## config.mk

```make
export PLATFORM = sky130hd
export DESIGN_NAME = decoder_rr_arbiter
export DESIGN_NICKNAME = d
export VERILOG_FILES = /design/src/rtl/arb_pkg.sv /design/src/rtl/grant_decoder_2to4.sv /design/src/rtl/decoder_rr_arbiter.sv
export SDC_FILE = /design/constraint.sdc
export NUM_CORES = 1
export LEC_CHECK = 0
export BUFFER_PORTS_ARGS = -buffer_cell sky130_fd_sc_hd__buf_2
export CAP_MARGIN = 10
export CORE_MARGIN = 4
export CORE_UTILIZATION = 30
export CTS_CLUSTER_DIAMETER = 80
export DETAILED_ROUTE_END_ITERATION = 10
export PLACE_DENSITY = 0.5
export REMOVE_ABC_BUFFERS = 1
export SYNTH_ARGS = -nofsm -noshare
export SYNTH_HDL_FRONTEND = slang
export SYNTH_SLANG_ARGS = --single-unit
```

## constraint.sdc

```tcl
create_clock -name clk -period 4.6 [get_ports clk]
set_input_delay 0.46 -clock clk [delete_from_list [all_inputs] [get_ports clk]]
set_output_delay 0.46 -clock clk [all_outputs]
set_load 0.1 [all_outputs]
```

## src/rtl/arb_pkg.sv

```systemverilog
// Shared types and the round-robin pick function for the four-way
// decoder-driven arbiter.
package arb_pkg;

  localparam int NUM_REQ = 4;
  localparam int IDX_W   = 2;

  typedef enum logic {
    ARB_IDLE  = 1'b0,
    ARB_GRANT = 1'b1
  } arb_state_t;

  // Searches last_idx+1, last_idx+2, ... wrapping mod NUM_REQ, so the
  // requester served last is considered last.
  function automatic logic [IDX_W-1:0] rr_pick(input logic [NUM_REQ-1:0] req,
                                               input logic [IDX_W-1:0]   last_idx);
    logic [IDX_W-1:0] cand;
    logic             found;
    rr_pick = last_idx;
    found   = 1'b0;
    for (int i = 1; i <= NUM_REQ; i++) begin
      cand = last_idx + IDX_W'(i);
      if (!found && req[cand]) begin
        rr_pick = cand;
        found   = 1'b1;
      end
    end
  endfunction

endpackage

```

## src/rtl/grant_decoder_2to4.sv

```systemverilog
// 2-to-4 enable decoder turning the registered winner index into a
// one-hot grant vector.
module grant_decoder_2to4
  import arb_pkg::*;
(
  input  logic               en,
  input  logic [IDX_W-1:0]   idx,
  output logic [NUM_REQ-1:0] y
);

  always_comb begin
    y = '0;
    for (int i = 0; i < NUM_REQ; i++) begin
      y[i] = en && (idx == IDX_W'(i));
    end
  end

endmodule

```

## src/rtl/decoder_rr_arbiter.sv

```systemverilog
// Four-way round-robin arbiter with hold timeout; the one-hot grant is
// decoded from registered index/valid so it never glitches.
module decoder_rr_arbiter
  import arb_pkg::*;
#(
  parameter int MAX_HOLD = 8
) (
  input  logic               clk,
  input  logic               rst_n,
  input  logic               en,
  input  logic [NUM_REQ-1:0] req,
  output logic [NUM_REQ-1:0] gnt,
  output logic [IDX_W-1:0]   gnt_idx,
  output logic               gnt_valid,
  output logic               timeout,
  output arb_state_t         state
);

  localparam int CNT_W = $clog2(MAX_HOLD + 1);
  localparam logic [CNT_W-1:0] HOLD_LAST = CNT_W'(MAX_HOLD - 1);

  generate
    if (MAX_HOLD < 1 || MAX_HOLD > 255) begin : g_bad_max_hold
      $error("decoder_rr_arbiter: MAX_HOLD must be in 1..255");
    end
  endgenerate

  logic [IDX_W-1:0] last_idx;
  logic [CNT_W-1:0] hold_cnt;

  // Handshake: a requester holds req[i] high until it has been served;
  // gnt[i] high means it owns the resource this cycle. Dropping req[i]
  // while granted ends the grant at the next edge; non-winner requests
  // are only looked at while IDLE.
  always_ff @(posedge clk or negedge rst_n) begin
    if (!rst_n) begin
      state     <= ARB_IDLE;
      gnt_idx   <= '0;
      last_idx  <= IDX_W'(NUM_REQ - 1);
      hold_cnt  <= '0;
      gnt_valid <= 1'b0;
      timeout   <= 1'b0;
    end else begin
      timeout <= 1'b0;
      case (state)
        ARB_IDLE: begin
          if (en && (|req)) begin
            gnt_idx   <= rr_pick(req, last_idx);
            last_idx  <= rr_pick(req, last_idx);
            hold_cnt  <= '0;
            gnt_valid <= 1'b1;
            state     <= ARB_GRANT;
          end
        end
        ARB_GRANT: begin
          // A drop on the limit cycle counts as a normal release.
          if (!req[gnt_idx]) begin
            gnt_valid <= 1'b0;
            state     <= ARB_IDLE;
          end else if (hold_cnt == HOLD_LAST) begin
            gnt_valid <= 1'b0;
            timeout   <= 1'b1;
            state     <= ARB_IDLE;
          end else begin
            hold_cnt <= hold_cnt + 1'b1;
          end
        end
        default: begin
          gnt_valid <= 1'b0;
          state     <= ARB_IDLE;
        end
      endcase
    end
  end

  grant_decoder_2to4 u_decoder (
    .en  (gnt_valid),
    .idx (gnt_idx),
    .y   (gnt)
  );

endmodule

```

==> results_dict.tcl, run 1 <==
set metrics [dict create \
    cts.sinks 11 \
    rrSetupSlack_ns 3.01 \
    seq_area_frac_synth 0.403 \
    status "completed" \
    vias_per_cell 4.90 \
    start_util 0.315 \
    dieArea_um2 3130 \
    cts_buffer_depth 2 \
    hold_buffers 0 \
    worst_pin_slew_ns 0.490 \
    fin_util 0.370 \
    die_w_um 55.9 \
    synth_top_area_share 0.327 \
    syn_avg_cell_area_um2 9.71 \
    synth_most_common_cell "dfrtp_1" \
    rr_worst_depth 4 \
    cp.arrival_ns 1.37 \
    grt_pass1_wl_mm 2.33 \
    htreeDepth 1 \
    max_freq_mhz 545 \
    insertedDiodeCount 0 \
    max_cap_viol_count 0 \
    synthesis.area_um2 689 \
    drt_wl_total_mm 1.36 \
    clkLatencyLatePin_ns 0.26 \
    grt-ovfl-total 0 \
    holdWs_ns 0.0524 \
    yosys-top-cells-area "dfrtp_1 33%, dfstp_2 7.6%, a21oi_1 4.4%" \
    fillers 223 \
    ios 16 \
    post_cts_buffers 0 \
    synth_flop_cell "dfrtp_1" \
    cts_buffers 3 \
    post-route-period-util 0.399 \
    synthTopCellsByCount "9 x dfrtp_1, 6 x a21oi_1, 6 x nand2_1, 6 x nor2_1" \
    critPathRequiredTime_ns 4.14 \
    crit_fanout 7 \
    layout_setup_ws_ns 2.77 \
    period_needed_ns 1.83 \
    syn2layout_area_growth_pct 17.4 \
    grt_pass1_vias 532 \
    yosysWarnings 0 \
    hold_violations 0 \
    path_class "reg -> out" \
    core_um2 2190 \
    worstReg2RegEnd "hold_cnt[2]" \
    drtIter0Drc 9 \
    nets 97 \
    setup_viol 0 \
    dp_hpwl_mm 1.03 \
    synthArstFlopShare 1.00 \
    synth.distinct_cells 36 \
    io_buffers 15 \
    critPathLaunchType "register" \
    pre_cts_ws_ns 2.86 \
    worst_hold_path_type "in -> async" \
    cts_root_buffer "clkbuf_4" \
    max_slew_margin 0.676 \
    final_layout_size_suffix_gt1_frac 0.330 \
    synth_edf_count 0 \
    chipHeight_um 55.9 \
    antenna_found_initial 0 \
    fin_skew_ns 0.000729 \
    synth_seq_cells 11 \
    grt_start_max_net_pins 12 \
    ctsResizeCount 0 \
    ant_nets 0 \
    rows 17 \
    wl_per_cell_um 11.7 \
    cts_tree "yes" \
    reg2reg_from "gnt_idx[1]" \
    clk_pin_slew_ns 0.06 \
    grt_use_total 0.0964 \
    dr.pass1.iters 3 \
    rsz0062_at_grt "false" \
    fin_setup_tns_ns 0 \
    synth_area_leader_cell "dfrtp_1" \
    slew_viol_final 0 \
    worstSetupEndpointType "output port" \
    place.gp.congestion 0.684 \
    drc 0 \
    syn_inst 71 \
    vias 568 \
]
-- worst max-delay path by stage --
| stage | start | endpoint | slack (ns) |
|---|---|---|---|
| 2_1_floorplan | gnt_valid | gnt[0] | 0.88 |
| 3_3_place_gp | req[1] | gnt_idx[1] | 2.86 |
| 3_5_place_dp | req[1] | gnt_idx[1] | 2.86 |
| 4_1_cts | gnt_idx[0] | gnt[0] | 2.74 |
| 5_1_grt | gnt_idx[1] | gnt[0] | 2.67 |
| 6_report | gnt_idx[0] | gnt[0] | 2.77 |
-- state kept, by name, summed over array words and instances (netlist names) --
name / count
hold_cnt: 4
gnt_valid: 1
last_idx: 2
timeout: 1
gnt_idx: 2
state: 1
-- layer usage --
layer  global-route usage  part of all wire  vias to the layer above
li1                     -                 -                      297
met3               0.0580             0.069                        2
met2                0.155              0.48                       12
met5                    0                 0                        -
met4               0.0203            0.0059                        0
met1                0.110              0.45                      257
-- final cells by class --
type / instances / area, um^2 / share of cell area
repair buffers: 15 / 75.1 / 0.0927
flip-flops and latches: 11 / 278 / 0.343
inverters: 3 / 11.3 / 0.0139
well taps: 28 / 35.0 / 0.0433
multi-input cells: 55 / 384 / 0.474
clock buffers: 4 / 26.3 / 0.0325
-- cells in the final DEF, fill, tap and decap left out, drive strengths merged, types with 2 or more instances in the layout --
master / n
a21oi: 6
and3b: 2
buf: 15
clkbuf: 4
dfrtp: 9
dfstp: 2
inv: 3
nand2: 7
nand3: 4
nand3b: 4
nor2: 6
nor2b: 2
o21ai: 4
-- logic make-up after synthesis --
group	synth area share
xor+xnor	0.0127
mux	0.0490
compound gates	0.174
fa+ha+maj	0.0181
buf+inv	0.0399
simple gates	0.303
flops	0.403
-- worst max-delay path, stage by stage (launching register included) --
cell     delay (ns)
dfrtp_1        0.45
nor3b_1        0.21
buf_2          0.45
-- metrics by stage --
stage,std cells,cell area (um^2)
finish,116,810
global route,116,810
CTS,116,810
detailed placement,112,783
global placement,112,783
floorplan,69,673
Power of run 1 is not shown: default switching activity piles up to over one toggle a cycle in this logic, so the estimate is an artifact.
==> run 2: changes to the inputs <==
- clock period: 4.6 -> 1.9 ns (I/O delays scaled with it)
==> run 2 against run 1 <==
Effect of this change:
- cell area grew 1.2%
- highest routed layer is now met3
- global-route usage is 0.77 points higher
- utilization is 0.46 points higher
- wire length is 7.2% higher
- via count up 3.2%
==> results_dict.tcl, run 2 (synthesis results as in run 1) <==
set metrics [dict create \
    dp_hpwl_mm 1.08 \
    critPathRequiredTime_ns 2.08 \
    fillers 232 \
    cts_buffer_depth 2 \
    chipHeight_um 55.9 \
    cp.arrival_ns 1.76 \
    worst_hold_path_type "in -> reg" \
    vias 586 \
    placedCellCount 112 \
    rows 17 \
    dr.pass1.iters 4 \
    vias_per_cell 5.01 \
    place.gp.congestion 0.758 \
    clk_pin_slew_ns 0.07 \
    regArea_um2 278 \
    cts_buffers 3 \
    fin_skew_ns 0.000421 \
    hold_violations 0 \
    top_register "hold_cnt" \
    status "completed" \
    grt-ovfl-total 0 \
    cts_tree "yes" \
    syn2layout_area_growth_pct 18.9 \
    crit_fanout 7 \
    final_common_cell "buf_2" \
    critPathMaxStageDelay_ns 0.54 \
    grt_start_max_net_pins 12 \
    cts_root_buffer "clkbuf_4" \
    rsz0062_at_grt "false" \
    post-route-period-util 0.833 \
    htreeDepth 1 \
    setup_viol 0 \
    worstSetupEndpointType "register" \
    dieArea_um2 3130 \
    worst_pin_slew_ns 0.488 \
    drtIter0Drc 11 \
    core_um2 2190 \
    ios 16 \
    nets 98 \
    final_cell_mix "15 x buf_2, 9 x dfrtp_1, 6 x nand2_1, 6 x nor2_1, 6 x a21oi_1" \
    slew_viol_final 0 \
    slowest_stage "mux4_2" \
    grt_use_total 0.104 \
    start_util 0.315 \
    final_layout_size_suffix_gt1_frac 0.326 \
    grt_pass1_vias 525 \
    critPathLaunchType "register" \
    wl_per_cell_um 12.4 \
    post_cts_buffers 0 \
    drt_wl_total_mm 1.46 \
    insertedDiodeCount 0 \
    multi_input_area_um2 384 \
    final_cells 117 \
    drc 0 \
    rr_worst_depth 5 \
    grt_pass1_wl_mm 2.57 \
    cp_cell_sequence "mux4_2, and2_4, nand2_2, o211ai_1, o31ai_1" \
    cts.sinks 11 \
    largest_reg_flops 4 \
    max_freq_mhz 632 \
    clkLatencyLatePin_ns 0.27 \
    ant_nets 0 \
    period_needed_ns 1.58 \
    max_slew_margin 0.677 \
    die_w_um 55.9 \
    min_path_cells 3 \
    antenna_found_initial 0 \
    path_class "reg -> reg" \
    largest_registers "hold_cnt x4, gnt_idx x2, last_idx x2" \
    max_cap_viol_count 0 \
    io_buffers 15 \
]
run 2: cell count changes in the layout (fill, tap and decap cells not counted), sizes merged:
cell / previous run / this run
dlygate4sd3: 0 / 1
run 2: what timing repair did:
action                    in CTS  in global routing
gates resized for setup        0                  0
hold buffers                   1                  0
hold endpoints to repair       9                  0
run 2: final timing paths:
check,start,to,slack [ns]
setup / recovery,gnt_idx[1],hold_cnt[3],0.32
hold / removal,en,state,0.27
setup reg to reg,gnt_idx[1],hold_cnt[3],0.32
hold reg to reg,hold_cnt[3],hold_cnt[3],0.52
max in group asynchronous,rst_n,last_idx[1],1.31
min in group asynchronous,rst_n,hold_cnt[2],0.32
run 2: final cells by class:
cell class / count / area share
clock buffers: 4 / 0.0321
inverters: 3 / 0.0137
flip-flops and latches: 11 / 0.339
well taps: 28 / 0.0427
multi-input cells: 55 / 0.469
repair buffers: 16 / 0.104
run 2: stage by stage:
stage	worst slack [ns]	area (um^2)	setup TNS, ns	util	hold WS, ns
6_report	0.317	820	0	0.374	0.274
5_1_grt	0.184	820	0	0.374	0.269
3_5_place_dp	0.315	783	0	0.358	0.0771
4_1_cts	0.310	820	0	0.374	0.270
2_1_floorplan	-1.55	673	-3.73	-	-0.106
3_3_place_gp	0.364	783	0	0.358	0.0761
run 2: worst max-delay path: cells and delay by family (launching register included):
| family | cells | cell delay [ns] |
|---|---|---|
| mux | 1 | 0.54 |
| flops | 1 | 0.46 |
| simple gates | 2 | 0.31 |
| compound gates | 2 | 0.18 |
run 2: per-layer routing:
layer / track usage / vias up / part of all wire
li1: - / 301 / -
met1: 0.141 / 272 / 0.48
met2: 0.150 / 13 / 0.45
met3: 0.0510 / 0 / 0.068
met4: 0.0203 / 0 / 0
met5: 0 / - / 0
Power of run 2 is left out for the same reason.
==> run 3: changes to the inputs <==
- clock period: 1.9 -> 1.65 ns (I/O delays scaled with it)
==> run 3 against run 2 <==
Effect of this change:
- sequential share of layout area down 0.56 points
- register-to-register slack worse by 0.14 ns
- setup slack worse by 0.20 ns
- worst hold slack worse by 0.043 ns
- via count down 0.17%
- die area unchanged
- count of clock-buffer cells in the layout down 1
- global-route usage down 0.59 points
- first-iteration DRC count down 64%
- largest cell class unchanged
==> results_dict.tcl, run 3 (synthesis results as in run 1) <==
set metrics [dict create \
    max_freq_mhz 654 \
    core_um2 2190 \
    max_cap_viol_count 0 \
    crit_cells 3 \
    drtIter0Drc 4 \
    reg2reg_from "gnt_idx[1]" \
    syn2layout_area_growth_pct 20.9 \
    worstSetupEndpointType "output port" \
    crit_end "gnt[0]" \
    final_cells 118 \
    grt_start_max_net_pins 12 \
    critPathLaunchType "register" \
    ant_nets 0 \
    status "completed" \
    cp_cell_sequence "buf_4, nor3b_1, clkbuf_4" \
    cp_num_buf_inv 2 \
    cts_buffer_depth 2 \
    placed_cell_area_um2 791 \
    drc 0 \
    slew_viol_final 0 \
    fillers 226 \
    worst_pin_slew_ns 0.490 \
    cts.sinks 11 \
    io_buffers 15 \
    setup_viol 0 \
    grt_use_total 0.0982 \
    final_layout_size_suffix_gt1_frac 0.344 \
    max_slew_margin 0.675 \
    clkLatencyLatePin_ns 0.27 \
    holdWs_ns 0.231 \
    critPathMaxStageDelay_ns 0.40 \
    top_register "hold_cnt" \
    multi_input_area_um2 384 \
    period_needed_ns 1.53 \
    rr_worst_depth 4 \
    largest_registers "hold_cnt x4, gnt_idx x2, last_idx x2" \
    dieArea_um2 3130 \
    cp-startpoint "gnt_idx[1]" \
    rrSetupSlack_ns 0.18 \
    dr.pass1.iters 2 \
    die_w_um 55.9 \
    grt-ovfl-total 0 \
    final_common_cell "buf_2" \
    final_cell_mix "13 x buf_2, 9 x dfrtp_1, 6 x nand2_1, 6 x nor2_1, 6 x a21oi_1" \
    slowest_stage "dfrtp_1" \
    fin_skew_ns 0.00614 \
    place.gp.congestion 0.764 \
    regArea_um2 278 \
    hold_violations 0 \
    worstReg2RegEnd "hold_cnt[2]" \
    drt_wl_total_mm 1.40 \
    antenna_found_initial 0 \
    fin_setup_tns_ns 0 \
    htreeDepth 1 \
    post-route-period-util 0.927 \
    wl_per_cell_um 11.9 \
    critPathRequiredTime_ns 1.48 \
    postLayoutCellArea_um2 833 \
    post_cts_buffers 0 \
    insertedDiodeCount 0 \
    path_class "reg -> out" \
    largest_reg_flops 4 \
    grt_pass1_vias 528 \
    cp_top_family "buffers and inverters" \
    ios 16 \
    chipHeight_um 55.9 \
    vias_per_cell 4.96 \
    vias 585 \
    dp_hpwl_mm 1.07 \
    start_util 0.315 \
    rsz0062_at_grt "false" \
    crit_fanout 6 \
    rows 17 \
    nets 99 \
    cts_buffers 3 \
    worst_hold_path_type "in -> reg" \
    clk_pin_slew_ns 0.08 \
    placedCellCount 113 \
    cts_root_buffer "clkbuf_4" \
    grt_pass1_wl_mm 2.37 \
    cts_tree "yes" \
    cp.arrival_ns 1.36 \
]
[run 3: worst min-delay path by stage]
stage / from / to / slack (ns) / cells after the start
finish: en / state / 0.23 / 3
global placement: rst_n / hold_cnt[2] / 0.06 / 1
floorplan: rst_n / gnt_idx[0] / -0.13 / 0
detailed placement: rst_n / hold_cnt[2] / 0.05 / 1
CTS: en / state / 0.23 / 3
global route: en / state / 0.23 / 3
[run 3: final cells by class]
cell class	count	area share
Clock buffer	3	0.0270
Clock inverter	1	0.00601
Inverter	3	0.0135
Multi-Input combinational cell	55	0.461
Sequential cell	11	0.333
Tap cell	28	0.0420
Timing Repair Buffer	17	0.117
[run 3: worst min-delay path: stages]
cell and delay, ns:
buf_2 0.12, nand3b_4 0.12, nand2_1 0.06
[run 3: what timing repair did]
item,in CTS,in global routing
gates resized for setup,0,2
endpoints found under the setup margin,0,2
endpoints found under the hold margin,11,0
hold buffers,1,0
[run 3: per-stage QoR]
step / util / worst slack, ns
2_1_floorplan: - / -1.77
3_3_place_gp: 0.361 / 0.195
3_5_place_dp: 0.361 / 0.192
4_1_cts: 0.378 / 0.00381
5_1_grt: 0.380 / 0.0206
6_report: 0.380 / 0.120
[run 3: per-layer routing]
metal,vias to the layer above,part of all wire,track usage
met1,268,0.45,0.111
met4,0,0.014,0.0407
met5,-,0,0
li1,300,-,-
met2,12,0.47,0.159
met3,5,0.072,0.0464
Power of run 3 is left out for the same reason.
